<file path="src/rtl/isa_pkg.sv">
// ISA constants and decode types shared by the ID/EX stage and its operand muxes.
// Data is big-endian: byte 0 is the most significant byte of a 64-bit value.
package isa_pkg;

  localparam int unsigned DATA_W  = 64;
  localparam int unsigned REG_AW  = 5;
  localparam int unsigned INSTR_W = 32;
  localparam int unsigned OP_W    = 6;
  localparam int unsigned FUNC_W  = 6;
  localparam int unsigned PPP_W   = 3;
  localparam int unsigned WW_W    = 2;
  localparam int unsigned IMM_W   = 16;
  localparam int unsigned NBYTES  = DATA_W / 8;

  typedef enum logic [OP_W-1:0] {
    OP_LOAD      = 6'b100000,
    OP_STORE     = 6'b100001,
    OP_BRANCH_EZ = 6'b100010,
    OP_BRANCH_NZ = 6'b100011,
    OP_R_ALU     = 6'b101010,
    OP_NOP       = 6'b111100
  } opcode_e;

  localparam logic [FUNC_W-1:0] FUNC_VNOP = 6'b000000;

  typedef enum logic [PPP_W-1:0] {
    PPP_ALL   = 3'b000,
    PPP_UPPER = 3'b001,
    PPP_LOWER = 3'b010,
    PPP_EVEN  = 3'b011,
    PPP_ODD   = 3'b100
  } ppp_e;

  typedef enum logic [WW_W-1:0] {
    WW_8  = 2'b00,
    WW_16 = 2'b01,
    WW_32 = 2'b10,
    WW_64 = 2'b11
  } ww_e;

  // Registered ID/EX payload consumed by the ALU.
  typedef struct packed {
    logic [OP_W-1:0]   op_code;
    logic [FUNC_W-1:0] r_ins;
    logic [WW_W-1:0]   ww;
    logic [REG_AW-1:0] rd;
    logic [PPP_W-1:0]  ppp;
    logic [IMM_W-1:0]  imm;
    logic              reg_wr_en;
    logic              mem_rd;
    logic              mem_wr;
    logic              valid;
    logic [DATA_W-1:0] ra_val;
    logic [DATA_W-1:0] rb_val;
  } id_ex_t;

  // Bit k of the result selects byte k (byte 0 = most significant).
  function automatic logic [NBYTES-1:0] ppp_mask(input logic [PPP_W-1:0] ppp);
    logic [NBYTES-1:0] m;
    case (ppp)
      PPP_ALL:   m = 8'hFF;
      PPP_UPPER: m = 8'h0F;
      PPP_LOWER: m = 8'hF0;
      PPP_EVEN:  m = 8'h55;
      PPP_ODD:   m = 8'hAA;
      default:   m = 8'h00;
    endcase
    return m;
  endfunction

endpackage

</file>
<file path="src/rtl/fwd_operand_mux.sv">
// Per-byte operand select: EX result, else WB result, else register-file value.
module fwd_operand_mux
  import isa_pkg::*;
(
  input  logic [REG_AW-1:0] addr,
  input  logic [DATA_W-1:0] rf_val,
  input  logic              ex_wr_en,
  input  logic [REG_AW-1:0] ex_rD,
  input  logic [PPP_W-1:0]  ex_ppp,
  input  logic [DATA_W-1:0] ex_data,
  input  logic              wb_wr_en,
  input  logic [REG_AW-1:0] wb_rD,
  input  logic [PPP_W-1:0]  wb_ppp,
  input  logic [DATA_W-1:0] wb_data,
  output logic [DATA_W-1:0] operand_c
);

  logic [NBYTES-1:0] ex_hit;
  logic [NBYTES-1:0] wb_hit;

  always_comb begin
    ex_hit    = (ex_wr_en && (ex_rD == addr)) ? ppp_mask(ex_ppp) : '0;
    wb_hit    = (wb_wr_en && (wb_rD == addr)) ? ppp_mask(wb_ppp) : '0;
    operand_c = rf_val;
    // Byte k occupies the k-th octet counted from the MSB.
    for (int k = 0; k < int'(NBYTES); k++) begin
      if (ex_hit[k]) begin
        operand_c[DATA_W-1-8*k -: 8] = ex_data[DATA_W-1-8*k -: 8];
      end else if (wb_hit[k]) begin
        operand_c[DATA_W-1-8*k -: 8] = wb_data[DATA_W-1-8*k -: 8];
      end
    end
  end

endmodule

</file>
<file path="src/rtl/id_ex_stage.sv">
// ID/EX pipeline register: decode, register-file addressing, per-byte forwarding
// and the stall/flush-controlled capture of everything the vector ALU consumes.
module id_ex_stage
  import isa_pkg::*;
(
  input  logic               clk,
  input  logic               reset,
  input  logic               stall,
  input  logic               flush,
  input  logic [INSTR_W-1:0] IF_ID_Instr,
  output logic [REG_AW-1:0]  rf_rA_addr,
  output logic [REG_AW-1:0]  rf_rB_addr,
  input  logic [DATA_W-1:0]  rf_rA_val,
  input  logic [DATA_W-1:0]  rf_rB_val,
  input  logic               ex_wr_en,
  input  logic [REG_AW-1:0]  ex_rD,
  input  logic [PPP_W-1:0]   ex_ppp,
  input  logic [DATA_W-1:0]  ex_data,
  input  logic               wb_wr_en,
  input  logic [REG_AW-1:0]  wb_rD,
  input  logic [PPP_W-1:0]   wb_ppp,
  input  logic [DATA_W-1:0]  wb_data,
  output logic [DATA_W-1:0]  rA_64bit_val,
  output logic [DATA_W-1:0]  rB_64bit_val,
  output logic [OP_W-1:0]    Op_code,
  output logic [FUNC_W-1:0]  R_ins,
  output logic [WW_W-1:0]    WW,
  output logic [REG_AW-1:0]  rD_out,
  output logic [PPP_W-1:0]   PPP_out,
  output logic [IMM_W-1:0]   imm_out,
  output logic               reg_wr_en,
  output logic               mem_rd,
  output logic               mem_wr,
  output logic               valid
);

  // Instruction bit 0 (opcode MSB) is vector bit 31.
  logic [OP_W-1:0]   instr_op;
  logic [REG_AW-1:0] instr_rd;
  logic [REG_AW-1:0] instr_ra;
  logic [REG_AW-1:0] instr_rb;
  logic [PPP_W-1:0]  instr_ppp;
  logic [WW_W-1:0]   instr_ww;
  logic [FUNC_W-1:0] instr_func;
  logic [IMM_W-1:0]  instr_imm;

  assign instr_op   = IF_ID_Instr[31:26];
  assign instr_rd   = IF_ID_Instr[25:21];
  assign instr_ra   = IF_ID_Instr[20:16];
  assign instr_rb   = IF_ID_Instr[15:11];
  assign instr_ppp  = IF_ID_Instr[10:8];
  assign instr_ww   = IF_ID_Instr[7:6];
  assign instr_func = IF_ID_Instr[5:0];
  assign instr_imm  = IF_ID_Instr[15:0];

  logic [DATA_W-1:0] fwd_a_c;
  logic [DATA_W-1:0] fwd_b_c;
  id_ex_t            d;
  id_ex_t            q;
  id_ex_t            bubble;

  // Decode; unknown opcodes collapse to NOP.
  always_comb begin
    rf_rA_addr  = instr_ra;
    rf_rB_addr  = instr_rb;
    d           = '0;
    d.op_code   = OP_NOP;
    d.r_ins     = instr_func;
    d.ww        = instr_ww;
    d.rd        = instr_rd;
    d.ppp       = instr_ppp;
    d.ra_val    = fwd_a_c;
    d.rb_val    = fwd_b_c;
    case (instr_op)
      OP_R_ALU: begin
        d.op_code   = instr_op;
        d.valid     = 1'b1;
        d.reg_wr_en = (instr_func != FUNC_VNOP);
      end
      OP_LOAD: begin
        d.op_code   = instr_op;
        d.valid     = 1'b1;
        d.reg_wr_en = 1'b1;
        d.mem_rd    = 1'b1;
        d.imm       = instr_imm;
      end
      OP_STORE: begin
        rf_rA_addr  = instr_rd;
        d.op_code   = instr_op;
        d.valid     = 1'b1;
        d.mem_wr    = 1'b1;
        d.imm       = instr_imm;
      end
      OP_BRANCH_EZ, OP_BRANCH_NZ: begin
        rf_rA_addr  = instr_rd;
        d.op_code   = instr_op;
        d.valid     = 1'b1;
      end
      default: begin
      end
    endcase
  end

  always_comb begin
    bubble         = '0;
    bubble.op_code = OP_NOP;
  end

  fwd_operand_mux u_fwd_a (
    .addr      (rf_rA_addr),
    .rf_val    (rf_rA_val),
    .ex_wr_en  (ex_wr_en),
    .ex_rD     (ex_rD),
    .ex_ppp    (ex_ppp),
    .ex_data   (ex_data),
    .wb_wr_en  (wb_wr_en),
    .wb_rD     (wb_rD),
    .wb_ppp    (wb_ppp),
    .wb_data   (wb_data),
    .operand_c (fwd_a_c)
  );

  fwd_operand_mux u_fwd_b (
    .addr      (rf_rB_addr),
    .rf_val    (rf_rB_val),
    .ex_wr_en  (ex_wr_en),
    .ex_rD     (ex_rD),
    .ex_ppp    (ex_ppp),
    .ex_data   (ex_data),
    .wb_wr_en  (wb_wr_en),
    .wb_rD     (wb_rD),
    .wb_ppp    (wb_ppp),
    .wb_data   (wb_data),
    .operand_c (fwd_b_c)
  );

  // Priority: reset > flush > stall > load.
  always_ff @(posedge clk) begin
    if (reset || flush) begin
      q <= bubble;
    end else if (!stall) begin
      q <= d;
    end
  end

  assign rA_64bit_val = q.ra_val;
  assign rB_64bit_val = q.rb_val;
  assign Op_code      = q.op_code;
  assign R_ins        = q.r_ins;
  assign WW           = q.ww;
  assign rD_out       = q.rd;
  assign PPP_out      = q.ppp;
  assign imm_out      = q.imm;
  assign reg_wr_en    = q.reg_wr_en;
  assign mem_rd       = q.mem_rd;
  assign mem_wr       = q.mem_wr;
  assign valid        = q.valid;

endmodule

</file>
<file path="config.mk">
export PLATFORM = sky130hd
export DESIGN_NAME = id_ex_stage
export DESIGN_NICKNAME = d
export VERILOG_FILES = /design/src/rtl/isa_pkg.sv /design/src/rtl/fwd_operand_mux.sv /design/src/rtl/id_ex_stage.sv
export SDC_FILE = /design/constraint.sdc
export NUM_CORES = 1
export LEC_CHECK = 0
export ABC_CLOCK_PERIOD_IN_PS = 4700
export CORE_AREA = 2 2 192 194
export CTS_BUF_LIST = sky130_fd_sc_hd__clkbuf_8 sky130_fd_sc_hd__clkbuf_16
export DETAILED_ROUTE_END_ITERATION = 8
export DIE_AREA = 0 0 194 196
export GPL_TIMING_DRIVEN = 0
export PLACE_DENSITY = 0.56
export SLEW_MARGIN = 20
export SYNTH_ARGS = -nofsm -noshare
export SYNTH_HDL_FRONTEND = slang
export SYNTH_SLANG_ARGS = --single-unit
</file>
<file path="constraint.sdc">
create_clock -name clk -period 4.7 [get_ports clk]
set_input_delay 1.175 -clock clk [delete_from_list [all_inputs] [get_ports clk]]
set_output_delay 1.175 -clock clk [all_outputs]
set_load 0.02 [all_outputs]
</file>
==> qor.yml, run 1 <==
syn_area_um2: 8702
ys_seq_area_frac: 0.3911
drcViolationCount: 0
clk_path_buf_depth: 2
clock-sinks: 170
crit_path_frequent_cell: "clkdlybuf4s50_1"
vias: 9866
ys.flop_type: "dfxtp_1"
setup_viol_count_final: 0
path_clk_slew_ns: 0.06
cts_made_buffers: 17
power.total_mw: 3.809
finish.instance_area_um2: 14780
critPathBufInv: 3
num_rows: 70
dr.pass1.iters: 5
crit_type: "input port to output port"
htreeDepth: 4
crit_fanout: 9
powerDensity_nw_per_um2: 257.7
cts_setup_buffers: 0
nets: 1778
detail-route-antenna-nets: 0
antenna_found_initial: 1
cp_num_cells: 6
max_freq_ghz: 0.2198
synth_edf_count: 0
synth_cells: 962
clk-insertion-delay-late_ns: 0.44
status: "completed"
ctsHoldBuffers: 0
critPathCaptureType: "output port"
synth_area_per_cell_um2: 9.046
slowest_delay_ns: 0.56
cts-root-buf: "clkbuf_16"
vdd_drop_max_uv: 263.6
worst_pin_slew_ns: 1.054
r2r_cells: 2
synthArstFlopShare: 0
grt_pass1_vias: 9892
die_width_um: 194
cts_tree: "done"
finClkSkew_ns: 0
synthTopCellsByArea: "dfxtp_1 39%, mux2i_1 15%, a211oi_1 7.0%"
rsz0062_at_grt: "no"
ys_types: 51
cts_resized: 0
postLayoutCoreUtil: 0.4096
routed_via_density: 5.062
yosysWarnings: 0
yosysMostFrequentCell: "dfxtp_1"
grt.total_usage: 0.2288
syn2layout_area_growth_pct: 69.86
die_area_um2: 38020
maxSlewViolCount: 0
routabilityCongestion: 0.9050
cp_cell_sequence: "clkdlybuf4s50_1 -> or3b_1 -> buf_2 -> nor2_4 -> mux2_2 -> clkdlybuf4s50_1"
place_hpwl_um: 36570
synth_top_area_share: 0.3911
dpl_cell_area_um2: 14160
max_cap_viol_count: 0
core_um2: 36080
ys_ff_latch: 170
syn_nets: 1272
die_y_um: 196
nFillCells: 3650
start_kind: "input port"
synth_top_area_cell: "dfxtp_1"
final_hold_viol_count: 0
drt-total-wl_um: 45110
routedWlPerCell_um: 23.15
seq_area_um2: 3403
gr-total-overflow: 0
cp.arrival_ns: 3.37
drive_gt1_frac: 0.09054
power.leakage_nw: 5.630
maxSlewHeadroom: 0.2907
port_buffers: 487
worst_path_max_delay_cell: "clkdlybuf4s50_1"
grt_pass1_wl_um: 65150
initial_core_util: 0.2412
cp.required_ns: 3.52
hold_path_class: "flop to flop"
io_pins: 490
hold_depth: 1
drt_iter0_drc: 491
synth_common_cells: "170 x dfxtp_1, 134 x mux2i_1, 103 x nor2_1"
grt_max_degree: 17
cp_top_family: "buffers and inverters"
multi_input_area_um2: 4750
period_share: 0.9680
finalCriticalPeriod_ns: 4.550
-- worst paths after layout --
check / to / slack (ns) / from
max: rf_rA_addr[2] / 0.15 / IF_ID_Instr[31]
min: Op_code[5] / 0.45 / Op_code[5]
max reg2reg: rA_64bit_val[17] / 3.88 / rA_64bit_val[17]
min reg2reg: Op_code[5] / 0.45 / Op_code[5]
-- state kept, by name, summed over array words and instances, names as in the netlist --
| name | flops |
|---|---|
| rD_out | 5 |
| PPP_out | 3 |
| Op_code | 6 |
| rB_64bit_val | 64 |
| mem_rd | 1 |
| WW | 2 |
| rA_64bit_val | 64 |
| R_ins | 6 |
| reg_wr_en | 1 |
| imm_out | 16 |
| mem_wr | 1 |
| valid | 1 |
-- kinds of logic (layout without fill, tap and decap cells) --
kind of cell,count (synthesis),after routing,synth area share
and+or+nand+nor,182,182,0.09792
buffers and inverters,133,651,0.06369
muxes,137,137,0.1584
other,0,1,0
DFF,170,170,0.3911
xor gates and xnor gates,18,18,0.01812
AOI/OAI and AO/OA,322,322,0.2707
-- layer usage --
| layer | global-route usage | share of wire | vias up | routed length, um |
|---|---|---|---|---|
| met1 | 0.2831 | 0.43 | 4787 | 19320 |
| met3 | 0.05742 | 0.063 | 46 | 2840 |
| li1 | - | - | 4617 | - |
| met5 | 0 | 0 | - | 0 |
| met2 | 0.3932 | 0.49 | 416 | 22040 |
| met4 | 0.06510 | 0.020 | 0 | 917 |
-- worst reg2reg max path: cells and delay by family, from the launching register on --
family          cells  cell delay, ns
flops               1            0.41
compound gates      2            0.32
-- final cells by class --
cell class / count / share of cell area
well taps: 468 / 0.03961
diodes: 1 / 0.0001693
clock inverters: 11 / 0.009819
inverters: 43 / 0.01092
clock buffers: 20 / 0.03157
repair buffers: 487 / 0.3298
plain buffers: 90 / 0.02658
multi-input cells: 659 / 0.3213
flip-flops and latches: 170 / 0.2302
-- per-stage QoR --
stage	worst slack (ns)	hold slack [ns]	instances	setup TNS [ns]
global route	0.05095	0.4632	1949	0
floorplan	0.8325	0.5409	962	0
CTS	0.1648	0.4485	1948	0
detailed placement	-0.08292	0.4316	1917	-0.4461
finish	0.1505	0.4451	1949	0
global placement	-0.07879	0.4283	1917	-0.2152
-- layout by cell type (no fill, tap or decap), types with 3 or more instances in the layout --
cell / n
buf_2: 14
buf_1: 3
nand2_1: 9
clkbuf_16: 17
xnor2_1: 5
clkinv_2: 3
nor2b_1: 14
mux2i_1: 134
bufinv_16: 3
nand3_1: 10
a221oi_1: 33
clkbuf_1: 64
nand3b_1: 4
o221ai_1: 17
dfxtp_1: 170
nor2_1: 103
xor2_1: 13
o21ai_0: 53
a22oi_1: 14
nor3_1: 18
nand4_1: 6
a31o_2: 64
clkinvlp_4: 3
a21oi_1: 46
buf_4: 8
clkbuf_8: 3
clkdlybuf4s50_1: 487
inv_1: 43
a211oi_1: 81
or4_1: 3
-- where the power goes --
part	total, mW	internal [mW]	switching, mW
sequential	1.52	1.49	0.0269
clock	1.51	0.874	0.634
combinational	0.785	0.417	0.368
total	3.81	2.78	1.03
(Power assumes the default switching activity.)
==> run 2, diff against run 1 <==
- REMOVE_ABC_BUFFERS: default -> 1
==> qor.yml, run 2 (synthesis results as in run 1) <==
hold_path_class: "flop to flop"
r2r-start: "rA_64bit_val[11]"
die_width_um: 194  # unchanged
max_freq_ghz: 0.2178  # -0.91%
vdd_drop_max_uv: 250.7  # -4.9%
clk_path_buf_depth: 2  # unchanged
clock-sinks: 170  # unchanged
powerDensity_nw_per_um2: 248.6  # -3.5%
final_hold_viol_count: 0  # unchanged
mostFrequentLayoutCell: "clkdlybuf4s50_1"
vias: 9404  # -4.7%
cts-root-buf: "clkbuf_16"
critPathCaptureType: "output port"
wl_met2_um: 19290  # -12%
gr-total-overflow: 0  # unchanged
rrSetupSlack_ns: 3.92  # +0.04 ns
crit_type: "input port to output port"
crit_path_frequent_cell: "clkdlybuf4s50_1"
core_um2: 36080  # unchanged
dr.pass1.iters: 5  # unchanged
maxSlewHeadroom: 0.2740  # -0.01668
cp_top_family: "buffers and inverters"
path_clk_slew_ns: 0.07  # about the same
antenna_found_initial: 2  # +1
top_layer_used: "met5"
dp.cells: 1860  # -3.0%
worst_path_max_delay_cell: "clkdlybuf4s50_1"
finalCriticalPeriod_ns: 4.591  # +0.04171 ns
io_pins: 490  # unchanged
setup.worst_path.start: "IF_ID_Instr[31]"
start_kind: "input port"
grt_pass1_wl_um: 59740  # -8.3%
cp.arrival_ns: 3.42  # +0.05 ns
die_area_um2: 38020  # unchanged
nFillCells: 3578  # -2.0%
routedWlPerCell_um: 21.22  # -8.3%
power.leakage_nw: 5.697  # +1.2%
r2r_cells: 2  # unchanged
worst_r2r_endpoint: "rA_64bit_val[11]"
num_rows: 70  # unchanged
maxSlewViolCount: 0  # unchanged
slowest_delay_ns: 0.59  # +0.03 ns
cts_resized: 0  # unchanged
timing.final.ws_setup_ns: 0.1088  # -0.04172 ns
final_cell_mix: "488 x clkdlybuf4s50_1, 170 x dfxtp_1, 134 x mux2i_1"
cp_num_cells: 5  # -1
cts_made_buffers: 17  # unchanged
worst_pin_slew_ns: 1.089  # +0.03475 ns
max_cap_viol_count: 0  # unchanged
critPathBufInv: 2  # -1
rsz0062_at_grt: "no"
place_ws_ns: -0.2512  # -0.1682 ns
cp_cell_sequence: "clkdlybuf4s50_1 -> or3b_1 -> nor2_4 -> mux2_2 -> clkdlybuf4s50_1"
initial_core_util: 0.2412  # unchanged
ctsHoldBuffers: 0  # unchanged
cts_tree: "done"
routed_via_density: 4.968  # -1.9%
routabilityCongestion: 0.8055  # -11%
cp.required_ns: 3.52  # about the same
multi_input_area_um2: 4820  # +1.5%
drive_gt1_frac: 0.1081  # +0.01761
endpoint: "rf_rA_addr[2]"
nets: 1721  # -3.2%
detail-route-antenna-nets: 0  # unchanged
drt_iter0_drc: 325  # -34%
setup_viol_count_final: 0  # unchanged
port_buffers: 489  # +0.41%
crit_fanout: 9  # unchanged
final_cell_count_no_fill: 1893  # -2.9%
place_hpwl_um: 30550  # -16%
drcViolationCount: 0  # unchanged
cts_setup_buffers: 0  # unchanged
grt.total_usage: 0.2055  # -0.02333
grt_pass1_vias: 9381  # -5.2%
period_share: 0.9769  # +0.008876
clk-insertion-delay-late_ns: 0.44  # about the same
htreeDepth: 4  # unchanged
status: "completed"
syn2layout_area_growth_pct: 71.37
die_y_um: 196  # unchanged
routed-wl-met3_um: 2975  # +4.8%
seq_area_um2: 3403  # unchanged
m1WireLength_um: 16990  # -12%
drt-total-wl_um: 40180  # -11%
finClkSkew_ns: 0  # unchanged
grt_max_degree: 75  # +58
[run 2: cell types whose count changed in the layout (fill, tap and decap cells not counted), moves of 3 or more]
cell and change:
clkbuf_1 -64, inv_6 +3, nor2b_1 -3, buf_8 +9, buf_4 -7, buf_6 +13, buf_1 -3, a21oi_2 +4
buf_16 +3, buf_12 +5, a21oi_1 -4, buf_2 -14
[run 2: per-layer routing]
metal,track usage,vias up
met4,0.07127,2
met3,0.05948,43
met1,0.2540,4474
met2,0.3414,386
met5,0,-
li1,-,4499
[run 2: how the worst min path moves through the flow]
stage	depth (start not counted)	slack, ns	from	to
after floorplan	2	0.54	imm_out[11]	imm_out[11]
after global placement	1	0.43	Op_code[5]	Op_code[5]
after detailed placement	1	0.43	Op_code[5]	Op_code[5]
after CTS	1	0.46	Op_code[5]	Op_code[5]
after global routing	1	0.48	Op_code[5]	Op_code[5]
final	1	0.46	Op_code[5]	Op_code[5]
[run 2: stage by stage]
stage	TNS (ns)	instance area, um2	hold WS [ns]	utilization	total power, mW
2_1_floorplan	-241.58	8309	0.5356	-	1.792
3_3_place_gp	-1136.50	13790	0.4272	0.3821	2.298
3_5_place_dp	-3.625	14340	0.4290	0.3974	2.324
4_1_cts	0	14910	0.4573	0.4132	3.757
5_1_grt	0	14910	0.4786	0.4133	3.869
6_report	0	14910	0.4630	0.4133	3.707
[run 2: layout make-up]
class	instances	area share
diodes	1	0.0001678
clock inverters	13	0.007887
flip-flops and latches	170	0.2282
well taps	468	0.03926
repair buffers	520	0.3599
clock buffers	19	0.03037
multi-input cells	659	0.3232
inverters	43	0.01099
[run 2: power by group]
group | internal (mW) | switching (mW)
Combinational | 0.428 | 0.349
Clock | 0.762 | 0.655
Sequential | 1.49 | 0.0242
Total | 2.68 | 1.03
==> run 3, diff against run 2 <==
- CORE_AREA: 2 2 192 194 -> 4 4 188 190
- DIE_AREA: 0 0 194 196 -> 0 0 192 194
- PLACE_DENSITY: 0.56 -> 0.59
==> qor.yml, run 3 (synthesis results as in run 1) <==
status: "completed"
worst_r2r_endpoint: "rA_64bit_val[13]"
worst_pin_slew_ns: 1.069  # -0.01981 ns
drt-total-wl_um: 41250  # +2.7%
max_freq_ghz: 0.2190  # +0.55%
cts_made_buffers: 17  # unchanged
die_area_um2: 37250  # -2.0%
fin_tns_setup_ns: 0  # unchanged
r2r_cells: 2  # unchanged
final_cell_mix: "488 x clkdlybuf4s50_1, 170 x dfxtp_1, 134 x mux2i_1"
start_kind: "input port"
hold_depth: 1  # unchanged
power.total_mw: 3.833  # +3.4%
period_share: 0.9716  # -0.005303
cp.arrival_ns: 3.39  # -0.03 ns
power_switching_mw: 1.039  # +0.94%
cp.required_ns: 3.52  # about the same
gr-total-overflow: 0  # unchanged
power.leakage_nw: 5.692  # about the same
holdPathEnd: "Op_code[5]"
routabilityCongestion: 0.8026  # -0.36%
syn2layout_area_growth_pct: 70.90
cp_cell_sequence: "clkdlybuf4s50_1 -> or3b_1 -> nor2_4 -> mux2_2 -> clkdlybuf4s50_1"
crit_fanout: 9  # unchanged
drt_iter0_drc: 395  # +22%
drcViolationCount: 0  # unchanged
path_clk_slew_ns: 0.07  # about the same
num_rows: 67  # -4.3%
die_y_um: 194  # -1.0%
rrSetupSlack_ns: 3.94  # +0.02 ns
rsz0062_at_grt: "no"
max_cap_viol_count: 0  # unchanged
port_buffers: 489  # unchanged
ctsHoldBuffers: 0  # unchanged
setup_viol_count_final: 0  # unchanged
worst_path_max_delay_cell: "clkdlybuf4s50_1"
io_pins: 490  # unchanged
detail-route-antenna-nets: 0  # unchanged
grt.total_usage: 0.2119  # +0.006459
r2r-start: "rA_64bit_val[13]"
finalCriticalPeriod_ns: 4.566  # -0.02492 ns
place_hpwl_um: 31690  # +3.7%
cts_setup_buffers: 0  # unchanged
antenna_found_initial: 5  # +3
mostFrequentLayoutCell: "clkdlybuf4s50_1"
routed_via_density: 5.019  # +1.0%
initial_core_util: 0.2602  # +0.01901
maxSlewHeadroom: 0.2806  # +0.006636
crit_type: "input port to output port"
wl_met2_um: 19740  # +2.3%
nets: 1717  # -0.23%
vias: 9390  # -0.15%
dr.pass1.iters: 4  # -1
powerDensity_nw_per_um2: 257.7  # +3.7%
grt_max_degree: 79  # +5.3%
cts_resized: 0  # unchanged
switching_share: 0.2710  # -0.006554
p_int_mw: 2.794  # +4.3%
p_seq_frac: 0.394  # -0.014
grt_pass1_vias: 9602  # +2.4%
nFillCells: 3208  # -10%
htreeDepth: 4  # unchanged
clock-sinks: 170  # unchanged
routed-wl-met3_um: 3477  # +17%
p_clk_frac: 0.404  # +0.022
hold_path_class: "flop to flop"
final_hold_viol_count: 0  # unchanged
clk_path_buf_depth: 2  # unchanged
die_width_um: 192  # -1.0%
cts-root-buf: "clkbuf_16"
vdd_drop_max_uv: 240.0  # -4.3%
grt_pass1_wl_um: 60600  # +1.4%
slowest_delay_ns: 0.58  # about the same
finClkSkew_ns: 0  # unchanged
hp-start: "Op_code[5]"
m1WireLength_um: 16920  # -0.41%
core_um2: 33450  # -7.3%
critPathCaptureType: "output port"
clk-insertion-delay-late_ns: 0.44  # about the same
top_layer_used: "met5"
pwr-share-comb: 0.202  # -0.008
maxSlewViolCount: 0  # unchanged
drive_gt1_frac: 0.1056  # -0.002512
cts_tree: "done"
routedWlPerCell_um: 22.05  # +3.9%
crit_path_frequent_cell: "clkdlybuf4s50_1"
## run 3: changes by cell type in the layout (fill, tap and decap cells not counted)
cell and change:
clkinv_2 -3, inv_6 -1, diode_2 +2, inv_8 +1, inv_1 -1, bufinv_16 +2
nor4_2 -1, nor4_1 +1, clkinvlp_4 -3, buf_8 -5, buf_16 -1, clkinv_4 +5
buf_6 +2
## run 3: layer usage
layer,track usage,vias to the layer above
li1,-,4510
met1,0.2531,4480
met2,0.3530,345
met3,0.07238,51
met4,0.07633,4
met5,0,-
## run 3: layout make-up
cell class,instances,area (um2),share of cell area
Antenna cell,3,7.507,0.0005048
Clock buffer,19,452.9,0.03046
Clock inverter,13,182.7,0.01228
Inverter,43,163.9,0.01102
Multi-Input combinational cell,659,4813,0.3237
Sequential cell,170,3403,0.2288
Tap cell,448,560.5,0.03769
Timing Repair Buffer,516,5288,0.3555
## run 3: critical path, delay by kind of cell
family | cells | cell delay (ns)
simple gates | 2 | 0.78
buf+inv | 2 | 1.04
mux | 1 | 0.39
## run 3: how the worst max path moves through the flow
stage	slack [ns]	to	depth (start not counted)	startpoint
floorplan	-2.91	rB_64bit_val[0]	4	reset
global placement	-9.99	rB_64bit_val[57]	5	flush
detailed placement	-0.29	rA_64bit_val[56]	8	IF_ID_Instr[31]
CTS	0.11	rf_rA_addr[2]	5	IF_ID_Instr[31]
global route	0.009	rf_rA_addr[2]	5	IF_ID_Instr[31]
finish	0.13	rf_rA_addr[2]	5	IF_ID_Instr[31]
## run 3: power by group through the flow
| stage | combinational (mW) | sequential, mW | clock, mW |
|---|---|---|---|
| detailed placement | 0.775 | 1.54 | 0 |
| finish | 0.773 | 1.51 | 1.55 |
| global route | 0.824 | 1.52 | 1.64 |
| CTS | 0.779 | 1.51 | 1.59 |
| global placement | 0.755 | 1.54 | 0 |
| floorplan | 0.191 | 1.60 | 0 |
## run 3: metrics by stage
step                      worst slack [ns]  utilization  cells  hold WS [ns]  area (um2)
after floorplan                     -2.913            -    872        0.5356        8309
after global placement              -9.995       0.4115   1809        0.4298       13760
after detailed placement           -0.2908       0.4254   1836        0.4282       14230
after CTS                           0.1069       0.4444   1868        0.4551       14860
after global routing              0.009251       0.4446   1871        0.4948       14870
final                               0.1337       0.4446   1871        0.4541       14870
